==> config.mk <==
export PLATFORM = sky130hd
export DESIGN_NAME = camera_sdram_writer
export DESIGN_NICKNAME = d
export VERILOG_FILES = /design/src/rtl/camera_sdram_writer_pkg.sv /design/src/rtl/camera_sdram_writer_frame_addr_counter.sv /design/src/rtl/camera_sdram_writer.sv
export SDC_FILE = /design/constraint.sdc
export NUM_CORES = 1
export LEC_CHECK = 0
export BUFFER_PORTS_ARGS = -buffer_cell sky130_fd_sc_hd__buf_4
export CAP_MARGIN = 15
export CORE_MARGIN = 2
export CORE_UTILIZATION = 53
export CTS_BUF_LIST = sky130_fd_sc_hd__clkbuf_8
export DETAILED_ROUTE_END_ITERATION = 16
export HOLD_SLACK_MARGIN = 0.15
export PLACE_DENSITY = 0.87
export SLEW_MARGIN = 20
export SYNTH_ARGS = -nofsm -noshare
export SYNTH_HDL_FRONTEND = slang
export SYNTH_SLANG_ARGS = --single-unit
==> constraint.sdc <==
create_clock -name clk_100 -period 3.95 [get_ports clk_100]
set_clock_uncertainty 0.2 [all_clocks]
set_input_delay 0.395 -clock clk_100 [delete_from_list [all_inputs] [get_ports clk_100]]
set_output_delay 0.395 -clock clk_100 [all_outputs]
set_load 0.03 [all_outputs]
==> src/rtl/camera_sdram_writer_pkg.sv <==
// Shared constants and types for the camera-to-SDRAM frame writer.
package camera_sdram_writer_pkg;

  localparam int unsigned SDRAM_ADDR_W    = 24;
  localparam int unsigned PIX_W           = 16;
  localparam int unsigned FIFO_CNT_W      = 10;
  localparam int unsigned H_ACTIVE        = 640;
  localparam int unsigned V_ACTIVE        = 480;
  localparam int unsigned FRAME_WORDS_DEF = H_ACTIVE * V_ACTIVE;
  localparam int unsigned BURST_LEN_DEF   = 512;

  typedef enum logic [1:0] {
    ST_IDLE      = 2'd0,
    ST_REQ       = 2'd1,
    ST_XFER      = 2'd2,
    ST_WAIT_DONE = 2'd3
  } wr_state_e;

endpackage

==> src/rtl/camera_sdram_writer_frame_addr_counter.sv <==
// Frame-buffer burst address: steps by one burst per commit and wraps to the
// base at the end of each frame, pulsing o_frame_done on the wrap.
module frame_addr_counter
  import camera_sdram_writer_pkg::*;
#(
  parameter int unsigned ADDR_W      = SDRAM_ADDR_W,
  parameter int unsigned BASE_ADDR   = 0,
  parameter int unsigned STEP        = BURST_LEN_DEF,
  parameter int unsigned FRAME_WORDS = FRAME_WORDS_DEF
) (
  input  logic              clk_100,
  input  logic              rst_n,
  input  logic              i_step,
  output logic [ADDR_W-1:0] o_addr,
  output logic              o_frame_done
);

  localparam logic [ADDR_W-1:0] BASE_A = ADDR_W'(BASE_ADDR);
  localparam logic [ADDR_W-1:0] END_A  = ADDR_W'(BASE_ADDR + FRAME_WORDS);
  localparam logic [ADDR_W-1:0] STEP_A = ADDR_W'(STEP);

  logic [ADDR_W-1:0] r_addr;
  logic              r_frame_done;
  logic [ADDR_W-1:0] w_addr_nxt;
  logic              w_wrap;

  always_comb begin
    w_addr_nxt = r_addr + STEP_A;
    w_wrap     = (w_addr_nxt == END_A);
  end

  always_ff @(posedge clk_100 or negedge rst_n) begin
    if (!rst_n) begin
      r_addr       <= BASE_A;
      r_frame_done <= 1'b0;
    end else begin
      r_frame_done <= i_step && w_wrap;
      if (i_step) r_addr <= w_wrap ? BASE_A : w_addr_nxt;
    end
  end

  assign o_addr       = r_addr;
  assign o_frame_done = r_frame_done;

endmodule

==> src/rtl/camera_sdram_writer.sv <==
// Drains camera FIFO pixels into SDRAM as fixed-length write bursts at
// consecutive frame-buffer addresses.
module camera_sdram_writer
  import camera_sdram_writer_pkg::*;
#(
  parameter int unsigned BURST_LEN   = BURST_LEN_DEF,
  parameter int unsigned ADDR_W      = SDRAM_ADDR_W,
  parameter int unsigned BASE_ADDR   = 0,
  parameter int unsigned FRAME_WORDS = FRAME_WORDS_DEF
) (
  input  logic                  clk_100,
  input  logic                  rst_n,
  input  logic                  i_enable,
  input  logic [FIFO_CNT_W-1:0] i_fifo_data_count,
  output logic                  o_fifo_rd_en,
  input  logic [PIX_W-1:0]      i_fifo_dout,
  output logic                  o_sdram_wr_req,
  output logic [ADDR_W-1:0]     o_sdram_wr_addr,
  input  logic                  i_sdram_wr_ack,
  input  logic                  i_sdram_wr_data_req,
  output logic [PIX_W-1:0]      o_sdram_wr_data,
  input  logic                  i_sdram_wr_done,
  output logic                  o_frame_done,
  output logic                  o_overrun_err
);

  localparam int unsigned WCNT_W    = (BURST_LEN > 1) ? $clog2(BURST_LEN) : 1;
  localparam int unsigned CNT_CMP_W = FIFO_CNT_W + 1;
  localparam logic [WCNT_W-1:0]    WCNT_LAST = WCNT_W'(BURST_LEN - 1);
  localparam logic [CNT_CMP_W-1:0] BURST_THR = CNT_CMP_W'(BURST_LEN);

  wr_state_e         r_state;
  wr_state_e         w_state_nxt;
  logic [WCNT_W-1:0] r_wcnt;
  logic              r_wr_req;
  logic              r_overrun;
  logic              w_rd;
  logic              w_spurious;
  logic              w_step;
  logic              w_start;

  always_ff @(posedge clk_100 or negedge rst_n) begin
    if (!rst_n) r_state <= ST_IDLE;
    else        r_state <= w_state_nxt;
  end

  // A full burst must already be buffered, so XFER never has to check for empty.
  assign w_start = i_enable && ({1'b0, i_fifo_data_count} >= BURST_THR);

  always_comb begin
    w_state_nxt = r_state;
    case (r_state)
      ST_IDLE:      if (w_start)                                    w_state_nxt = ST_REQ;
      ST_REQ:       if (i_sdram_wr_ack)                             w_state_nxt = ST_XFER;
      ST_XFER:      if (i_sdram_wr_data_req && r_wcnt == WCNT_LAST) w_state_nxt = ST_WAIT_DONE;
      ST_WAIT_DONE: if (i_sdram_wr_done)                            w_state_nxt = ST_IDLE;
      default:                                                      w_state_nxt = ST_IDLE;
    endcase
  end

  always_comb begin
    w_rd       = 1'b0;
    w_spurious = 1'b0;
    w_step     = 1'b0;
    if (r_state == ST_XFER) w_rd       = i_sdram_wr_data_req;
    else                    w_spurious = i_sdram_wr_data_req;
    if (r_state == ST_WAIT_DONE) w_step = i_sdram_wr_done;
  end

  always_ff @(posedge clk_100 or negedge rst_n) begin
    if (!rst_n) begin
      r_wr_req  <= 1'b0;
      r_wcnt    <= '0;
      r_overrun <= 1'b0;
    end else begin
      r_wr_req <= (w_state_nxt == ST_REQ);
      if (w_rd) r_wcnt <= (r_wcnt == WCNT_LAST) ? '0 : r_wcnt + WCNT_W'(1);
      if (w_spurious) r_overrun <= 1'b1;
    end
  end

  frame_addr_counter #(
    .ADDR_W     (ADDR_W),
    .BASE_ADDR  (BASE_ADDR),
    .STEP       (BURST_LEN),
    .FRAME_WORDS(FRAME_WORDS)
  ) u_addr (
    .clk_100     (clk_100),
    .rst_n       (rst_n),
    .i_step      (w_step),
    .o_addr      (o_sdram_wr_addr),
    .o_frame_done(o_frame_done)
  );

  assign o_fifo_rd_en    = w_rd;
  assign o_sdram_wr_data = i_fifo_dout;
  assign o_sdram_wr_req  = r_wr_req;
  assign o_overrun_err   = r_overrun;

endmodule

==> results.yml, run 1 <==
outcome:
  status: "finished, final reports clean"
run:
  cap_viol_max_count: 0
sta:
  setup_viol: 0
  hold_viol_final: 0
  fin_crit_ns: 2.40
  slew_viol_final: 0
  post-route-period-util: 0.609
  max_freq_ghz: 0.416
  rsz0062_at_grt: "false"
  setup_ws_ns: 1.55
  setup_tns_ns: 0
die:
  start_util: 0.545
  rows: 21
  coreArea_um2: 3310
  die_y_um: 62.3
  dieArea_um2: 3890
  io_pins: 76
  die_w_um: 62.3
global_routing:
  grt_pass1_wl_mm: 5.64
  grt_usage: 0.184
  grt-ovfl-total: 0
  grt_max_degree: 30
  antenna_found_initial: 0
  grt_pass1_vias: 1266
yosys:
  ys.flop_type: "dfrtp_1"
  yosysWarnings: 0
  syn_area_per_cell_um2: 8.93
  synth_cells: 202
  ys_seq_area_frac: 0.402
  synth-seq-cells: 29
  synth.distinct_cells: 41
  netlist_area_um2: 1800
  synth_edf_count: 0
  async_flop_share: 1.00
routing:
  drt-initial-drc-count: 47
  drt_first_pass_iters: 6
  drt_wl_total_mm: 3.24
  vias_per_cell: 5.23
  ant_nets: 0
  drc: 0
  num_vias: 1354
  wl_per_cell_um: 12.5
clocking:
  clock_sinks: 29
  clk_pin_slew_ns: 0.06
  root_buffer: "clkbuf_8"
  numCtsBuffers: 5
  cts_buffer_depth: 2
  cts_tree: "done"
  clkLatencyLatePin_ns: 0.28
  ctsResizeCount: 0
  cts-htree-levels: 2
cells_and_area:
  drive_above_1_share: 0.207
  layout_commonest_cell: "nand2_1"
  antenna_cells: 0
  mostFrequentLayoutCells: "nand2_1, dfrtp_1, buf_4"
  multi_input_area_um2: 866
  fill_cells: 288
  nNetsFinal: 247
  seqCellArea_um2: 726
  area_growth_pct: 8.32
critical_path:
  worstPathRequired_ns: 3.90
  critPathTopFamily: "simple AND/OR/NAND/NOR gates"
  path_max_fanout: 6
  crit_slowest_cell: "dfrtp_1"
  r2r_cells: 6
  crit_type: "register to register"
  worstSetupPathDepth: 6
  r2r-end: "u_addr.o_addr[15]"
  cp_num_buf_inv: 0
  startpoint_type: "register"
  setup.worst_path.start: "u_addr.o_addr[10]"
  max_stage_delay_ns: 0.45
  end_kind: "register"
  reg2reg_slack_ns: 1.55
  endpoint: "u_addr.o_addr[15]"
  critical_path_arrival_ns: 2.36
  r2r_start: "u_addr.o_addr[10]"
  crit_chain: "ha_1 -> nand4_1 -> or3_1 -> a22o_2 -> nor3b_1 -> o21ai_0"
min_path:
  hp-class: "input pin to register"
power:
  power.density_nw_per_um2: 489
  leakage_nw: 0.910
  vdd_drop_max_v: 0.000362
  power_uw: 956
placement:
  post-place-ws_ns: 1.61
  globalplace.congestion: 0.820
  dp_hpwl_mm: 2.33
  port_buffers: 25
[per-stage QoR]
stage                     hold slack, ns  std cells  utilization  area, µm²
after global routing               0.265        259        0.590       1950
after floorplan                   -0.101        210            -       1830
final                              0.242        259        0.590       1950
after global placement             0.136        249        0.559       1850
after detailed placement           0.140        249        0.559       1850
after CTS                          0.240        259        0.590       1950
[worst min-delay path, cell delays in order]
cell and delay [ns]:
buf_4 0.10, nand2_1 0.04, o21ai_0 0.06, a21oi_1 0.08
[per-layer routing]
metal | wire [µm] | vias up | GRT usage
met3 | 194 | 7 | 0.0453
met2 | 1510 | 35 | 0.293
met5 | 0 | - | 0
met4 | 71 | 0 | 0.106
met1 | 1470 | 642 | 0.227
li1 | - | 670 | -
[power breakdown]
group	switching, mW	internal (mW)
Combinational	0.176	0.116
Clock	0.110	0.119
Sequential	0.0796	0.355
[final cells by class]
type | instances | area share
Tap cell | 46 | 0.0294
Clock inverter | 3 | 0.00704
Clock buffer | 5 | 0.0352
Sequential cell | 29 | 0.371
Multi-Input combinational cell | 145 | 0.443
Timing Repair Buffer | 27 | 0.106
Inverter | 4 | 0.00768
[Yosys cell counts (all sizes together), types with 4 or more instances]
master  number  area share
nand2       30       0.062
buf         29        0.12
dfrtp       29        0.40
nor2        15       0.031
xnor2       13       0.063
o21ai       10       0.030
nand3        9       0.031
nor3         9       0.031
a21oi        7       0.019
nand4        7       0.028
xor2         6       0.029
inv          4      0.0083
[what timing repair did]
item                      CTS  global route
hold buffers                2             0
buffers inserted            0             0
hold endpoints to repair   30             0
[logic make-up after synthesis]
kind of cell / after synthesis / synth area share
buffers and inverters: 36 / 0.135
XOR/XNOR: 19 / 0.0922
AND/OR/NAND/NOR: 90 / 0.264
multiplexers: 2 / 0.0118
adder cells (fa/ha/maj): 3 / 0.0208
flip-flops: 29 / 0.402
other: 1 / 0.00208
AO/OA/AOI/OAI: 22 / 0.0728
[state kept, by name, summed over array words and instances (netlist names)]
| signal | flops |
|---|---|
| o_sdram_wr_req | 1 |
| u_addr.o_frame_done | 1 |
| u_addr.o_addr | 15 |
| r_wcnt | 9 |
| r_state | 2 |
| o_overrun_err | 1 |
[worst min-delay path by stage]
stage | slack [ns] | end | start | cells after the start
2_1_floorplan | -0.10 | o_overrun_err | rst_n | 0
3_3_place_gp | 0.14 | r_wcnt[8] | rst_n | 1
3_5_place_dp | 0.14 | r_wcnt[8] | rst_n | 1
4_1_cts | 0.24 | r_state[0] | i_sdram_wr_done | 4
5_1_grt | 0.26 | r_state[1] | i_sdram_wr_ack | 3
6_report | 0.24 | r_state[0] | i_sdram_wr_done | 4
(Power assumes the default switching activity.)
==> run 2: changes to the inputs <==
--- a/config.mk
+++ b/config.mk
@@ -8,11 +8,11 @@
 export BUFFER_PORTS_ARGS = -buffer_cell sky130_fd_sc_hd__buf_4
 export CAP_MARGIN = 15
 export CORE_MARGIN = 2
-export CORE_UTILIZATION = 53
+export CORE_UTILIZATION = 45
 export CTS_BUF_LIST = sky130_fd_sc_hd__clkbuf_8
 export DETAILED_ROUTE_END_ITERATION = 16
 export HOLD_SLACK_MARGIN = 0.15
-export PLACE_DENSITY = 0.87
+export PLACE_DENSITY = 0.79
 export SLEW_MARGIN = 20
 export SYNTH_ARGS = -nofsm -noshare
 export SYNTH_HDL_FRONTEND = slang
==> constraint.sdc (replaced) <==
create_clock -name clk_100 -period 1.93 [get_ports clk_100]
set_clock_uncertainty 0.2 [all_clocks]
set_input_delay 0.193 -clock clk_100 [delete_from_list [all_inputs] [get_ports clk_100]]
set_output_delay 0.193 -clock clk_100 [all_outputs]
set_load 0.03 [all_outputs]
==> run 2 against run 1 <==
Net effect: the run now ends with setup timing left; register-to-register slack worse by 1.6 ns; flip-flop and latch count unchanged; clock power rose to 2.8 times the previous value; combinational power rose to 3.0 times the previous value; maximum frequency up 19%; setup slack worse by 1.6 ns; count of clock-buffer cells in the layout up 1; sequential power up 97%; routed wire length up 25%; core utilization up 0.41 points; critical endpoint is now u_addr.o_addr[13].
==> results.yml, run 2 (same netlist as run 1, synthesis figures left out) <==
cells_and_area:
  drive_above_1_share: 0.392
  mostFrequentLayoutCells: "buf_4, nand2_1, dfrtp_1"
  fin_util: 0.594
  antenna_cells: 0
  stdcell_area_um2: 2340
  fill_cells: 331
  area_growth_pct: 29.9
  largest_register_ff_count: 15
  layout_commonest_cell: "buf_4"
  nNetsFinal: 279
sta:
  setup_viol: 4
  hold_viol_final: 0
  setup_tns_ns: -0.243
  rsz0062_at_grt: "true"
  slew_viol_final: 0
  post-route-period-util: 1.05
  fin_hold_ws_ns: 0.164
  max_freq_ghz: 0.495
  setup_ws_ns: -0.0882
  fin_crit_ns: 2.02
die:
  coreArea_um2: 3940
  io_pins: 76
  die_w_um: 67.3
  rows: 23
  die_y_um: 67.3
  start_util: 0.458
  dieArea_um2: 4530
global_routing:
  grt-ovfl-total: 0
  grt_usage: 0.181
  grt_pass1_wl_mm: 6.06
  antenna_found_initial: 0
  grt_pass1_vias: 1364
  grt_max_degree: 30
routing:
  wl_per_cell_um: 13.7
  drc: 0
  vias_per_cell: 5.17
  num_vias: 1525
  drt_wl_total_mm: 4.04
  drt_first_pass_iters: 4
  ant_nets: 0
  drt-initial-drc-count: 67
critical_path:
  end_kind: "register"
  crit_type: "register to register"
  r2r_start: "u_addr.o_addr[18]"
  critical_path_arrival_ns: 1.98
  startpoint_type: "register"
  r2r-end: "u_addr.o_addr[13]"
  reg2reg_slack_ns: -0.09
  worstPathRequired_ns: 1.89
  r2r_cells: 6
  path_max_fanout: 6
min_path:
  hp-start: "i_fifo_data_count[9]"
  hp-class: "input pin to register"
  worstHoldPathCells: 5
  min_to: "r_state[0]"
placement:
  dpl_cell_area_um2: 2050
  globalplace.congestion: 0.795
  dp_hpwl_mm: 2.67
  port_buffers: 25
  post-place-ws_ns: -0.0980
clocking:
  cts-htree-levels: 2
  cts_buffer_depth: 2
  clock_sinks: 29
  clk_pin_slew_ns: 0.06
  cts_tree: "done"
  root_buffer: "clkbuf_8"
  clkLatencyLatePin_ns: 0.28
  numCtsBuffers: 5
outcome:
  status: "finished, violations left"
  violations: "setup timing"
power:
  vdd_drop_max_v: 0.000647
  leakage_nw: 1.11
  power.density_nw_per_um2: 1020
run:
  cap_viol_max_count: 0
run 2: worst max-delay path, stage by stage (launching register included):
cell     delay (ns)
dfrtp_2        0.46
buf_2          0.18
or4_4          0.54
nand3_2        0.10
nand2_2        0.08
nor3_4         0.27
nor2_1         0.08
run 2: worst max-delay path by stage:
stage | from | end | cells after the start
floorplan | u_addr.o_addr[10] | u_addr.o_addr[15] | 7
global placement | u_addr.o_addr[10] | u_addr.o_addr[18] | 7
detailed placement | u_addr.o_addr[10] | u_addr.o_addr[15] | 7
CTS | u_addr.o_addr[9] | u_addr.o_addr[12] | 6
global route | u_addr.o_addr[10] | u_addr.o_addr[13] | 7
finish | u_addr.o_addr[18] | u_addr.o_addr[13] | 6
run 2: stage by stage:
step | power [mW] | instances
after CTS | 2.34 | 291
after detailed placement | 1.63 | 275
after global placement | 1.61 | 275
after floorplan | 1.44 | 210
after global routing | 2.52 | 295
final | 2.38 | 295
run 2: routing by layer:
metal  global-route usage  share of wire
met4               0.0791          0.021
met2                0.298           0.48
met1                0.224           0.43
met5                    0              0
met3               0.0483          0.071
run 2: cell type report:
| cell class | instances | area, µm² | share of cell area |
|---|---|---|---|
| multi-input combinational | 145 | 950 | 0.405 |
| sequential | 29 | 738 | 0.315 |
| timing repair buffer | 59 | 462 | 0.197 |
| clock buffer | 6 | 82.6 | 0.0352 |
| tap | 50 | 62.6 | 0.0267 |
| clock inverter | 2 | 33.8 | 0.0144 |
| inverter | 4 | 15.0 | 0.00641 |
run 2: what timing repair did:
item / in CTS / in global routing
setup endpoints to repair: 5 / 7
hold buffers: 4 / 0
hold endpoints to repair: 33 / 0
pin swaps: 10 / 12
setup buffers: 4 / 4
resized for setup: 8 / 14
run 2: power by group:
group / internal, mW / leakage, nW / switching [mW]
Clock: 0.415 / 0.0626 / 0.231
Sequential: 0.734 / 0.341 / 0.122
Combinational: 0.412 / 0.702 / 0.470
Total: 1.56 / 1.11 / 0.822
==> run 3: changes to the inputs <==
==> constraint.sdc (replaced) <==
create_clock -name clk_100 -period 1.93 [get_ports clk_100]
set_clock_uncertainty 0.2 [all_clocks]
set_input_delay 0.0965 -clock clk_100 [delete_from_list [all_inputs] [get_ports clk_100]]
set_output_delay 0.0965 -clock clk_100 [all_outputs]
set_load 0.03 [all_outputs]
==> run 3 against run 2 <==
Net effect: die area unchanged; cell area increased by 3.4%; register-to-register slack hardly changed; setup slack better by 0.0045 ns; sequential share of layout area shrank 0.99 points; the run still ends with setup timing left; cell count rose by 4.7%; via count up 1.4%; core utilization rose by 2.0 points; non-clock buffer count increased by 14; first-iteration DRC count fell by 16%; routed wire length down 6.0%; flip-flop and latch count unchanged.
==> results.yml, run 3 (same netlist as run 1, synthesis figures left out) <==
clocking:
  clkLatencyLatePin_ns: 0.28
  cts-htree-levels: 2
  clk_pin_slew_ns: 0.07
  cts_tree: "done"
  clock_sinks: 29
  numCtsBuffers: 5
  cts_buffer_depth: 2
  root_buffer: "clkbuf_8"
power:
  power_mw: 2.26
  intPower_mw: 1.45
  switching_share: 0.362
  p_clk_frac: 0.243
  vdd_drop_max_v: 0.000674
  sequentialPowerShare: 0.386
  total_switching_power_uw: 819
  pwr-share-comb: 0.371
  power.density_nw_per_um2: 934
  leakage_nw: 1.11
routing:
  drt-initial-drc-count: 56
  vias_per_cell: 5.01
  num_vias: 1547
  drc: 0
  wl_per_cell_um: 12.3
  ant_nets: 0
  drt_wl_total_mm: 3.80
  drt_first_pass_iters: 4
sta:
  max_freq_ghz: 0.497
  post-route-period-util: 1.04
  setup_tns_ns: -0.316
  setup_ws_ns: -0.0837
  rsz0062_at_grt: "true"
  hold_viol_final: 0
  slew_viol_final: 0
  setup_viol: 4
  fin_crit_ns: 2.01
critical_path:
  worstPathRequired_ns: 1.89
  r2r-end: "u_addr.o_addr[15]"
  r2r_start: "u_addr.o_addr[10]"
  crit_type: "register to register"
  critical_path_arrival_ns: 1.97
  path_max_fanout: 5
  setup.worst_path.start: "u_addr.o_addr[10]"
  end_kind: "register"
  reg2reg_slack_ns: -0.08
  startpoint_type: "register"
  r2r_cells: 7
die:
  coreArea_um2: 3940
  rows: 23
  dieArea_um2: 4530
  start_util: 0.458
  io_pins: 76
  die_y_um: 67.3
  die_w_um: 67.3
outcome:
  violations: "setup timing"
  status: "finished, violations left"
min_path:
  hp-start: "i_enable"
  worstHoldPathCells: 5
  hp-class: "input pin to register"
  min_to: "r_state[0]"
placement:
  port_buffers: 25
  post-place-ws_ns: -0.0545
  dp_hpwl_mm: 2.63
  globalplace.congestion: 0.847
global_routing:
  grt_usage: 0.178
  grt_pass1_vias: 1345
  grt_max_degree: 30
  antenna_found_initial: 0
  grt-ovfl-total: 0
  grt_pass1_wl_mm: 6.02
cells_and_area:
  layout_commonest_cell: "buf_4"
  mostFrequentLayoutCells: "buf_4, nand2_1, dlygate4sd3_1"
  antenna_cells: 0
  area_growth_pct: 34.3
  fin_util: 0.615
  drive_above_1_share: 0.332
  nNetsFinal: 293
  largest_register_ff_count: 15
run:
  cap_viol_max_count: 0
[run 3: cell count changes in the layout (fill, tap and decap cells not counted), sizes merged]
cell         change
clkinv           +1
inv              -1
clkbuf           +1
bufinv           -1
dlygate4sd3     +19
buf              -5
[run 3: worst max-delay path, cell delays in order (launching register included)]
cell	delay (ns)
dfrtp_2	0.44
ha_4	0.18
nand4_1	0.17
nor3_2	0.07
or3_1	0.31
a22o_2	0.25
nor3b_1	0.18
o21ai_1	0.09
[run 3: power by group through the flow]
stage / Combinational (mW) / Sequential [mW] / Clock, mW
2_1_floorplan: 0.510 / 0.933 / 0
3_3_place_gp: 0.732 / 0.878 / 0
3_5_place_dp: 0.748 / 0.883 / 0
4_1_cts: 0.845 / 0.872 / 0.561
5_1_grt: 0.929 / 0.898 / 0.588
6_report: 0.839 / 0.874 / 0.551
[run 3: per-stage QoR]
stage | instances | area [µm²] | hold WS, ns
after floorplan | 210 | 1870 | -0.399
after global placement | 275 | 2050 | -0.160
after detailed placement | 275 | 2050 | -0.156
after CTS | 308 | 2400 | 0.258
after global routing | 309 | 2420 | 0.173
final | 309 | 2420 | 0.0703
[run 3: what timing repair did]
item | CTS | global route
hold buffers | 24 | 0
pin swaps | 0 | 1
hold endpoints to repair | 53 | 0
buffers inserted | 1 | 2
gates resized for setup | 0 | 7
setup endpoints to repair | 4 | 9
[run 3: area by class of cell]
cell class,count,area [µm²]
timing repair buffer,73,606
clock inverter,1,5.00
sequential,29,739
multi-input combinational,145,900
fill,340,1520
tap,50,62.6
clock buffer,7,96.3
inverter,4,15.0
[run 3: routing by layer]
| layer | track usage | part of all wire | vias to the layer above |
|---|---|---|---|
| met5 | 0 | 0 | - |
| met4 | 0.0893 | 0.022 | 0 |
| met1 | 0.227 | 0.44 | 726 |
| li1 | - | - | 762 |
| met3 | 0.0367 | 0.051 | 7 |
| met2 | 0.287 | 0.48 | 52 |
[run 3: worst max path at each step]
| stage | to | cells past startpoint |
|---|---|---|
| after floorplan | u_addr.o_addr[15] | 7 |
| after global placement | u_addr.o_addr[15] | 7 |
| after detailed placement | u_addr.o_addr[18] | 7 |
| after CTS | u_addr.o_addr[18] | 7 |
| after global routing | u_addr.o_addr[18] | 7 |
| final | u_addr.o_addr[15] | 7 |
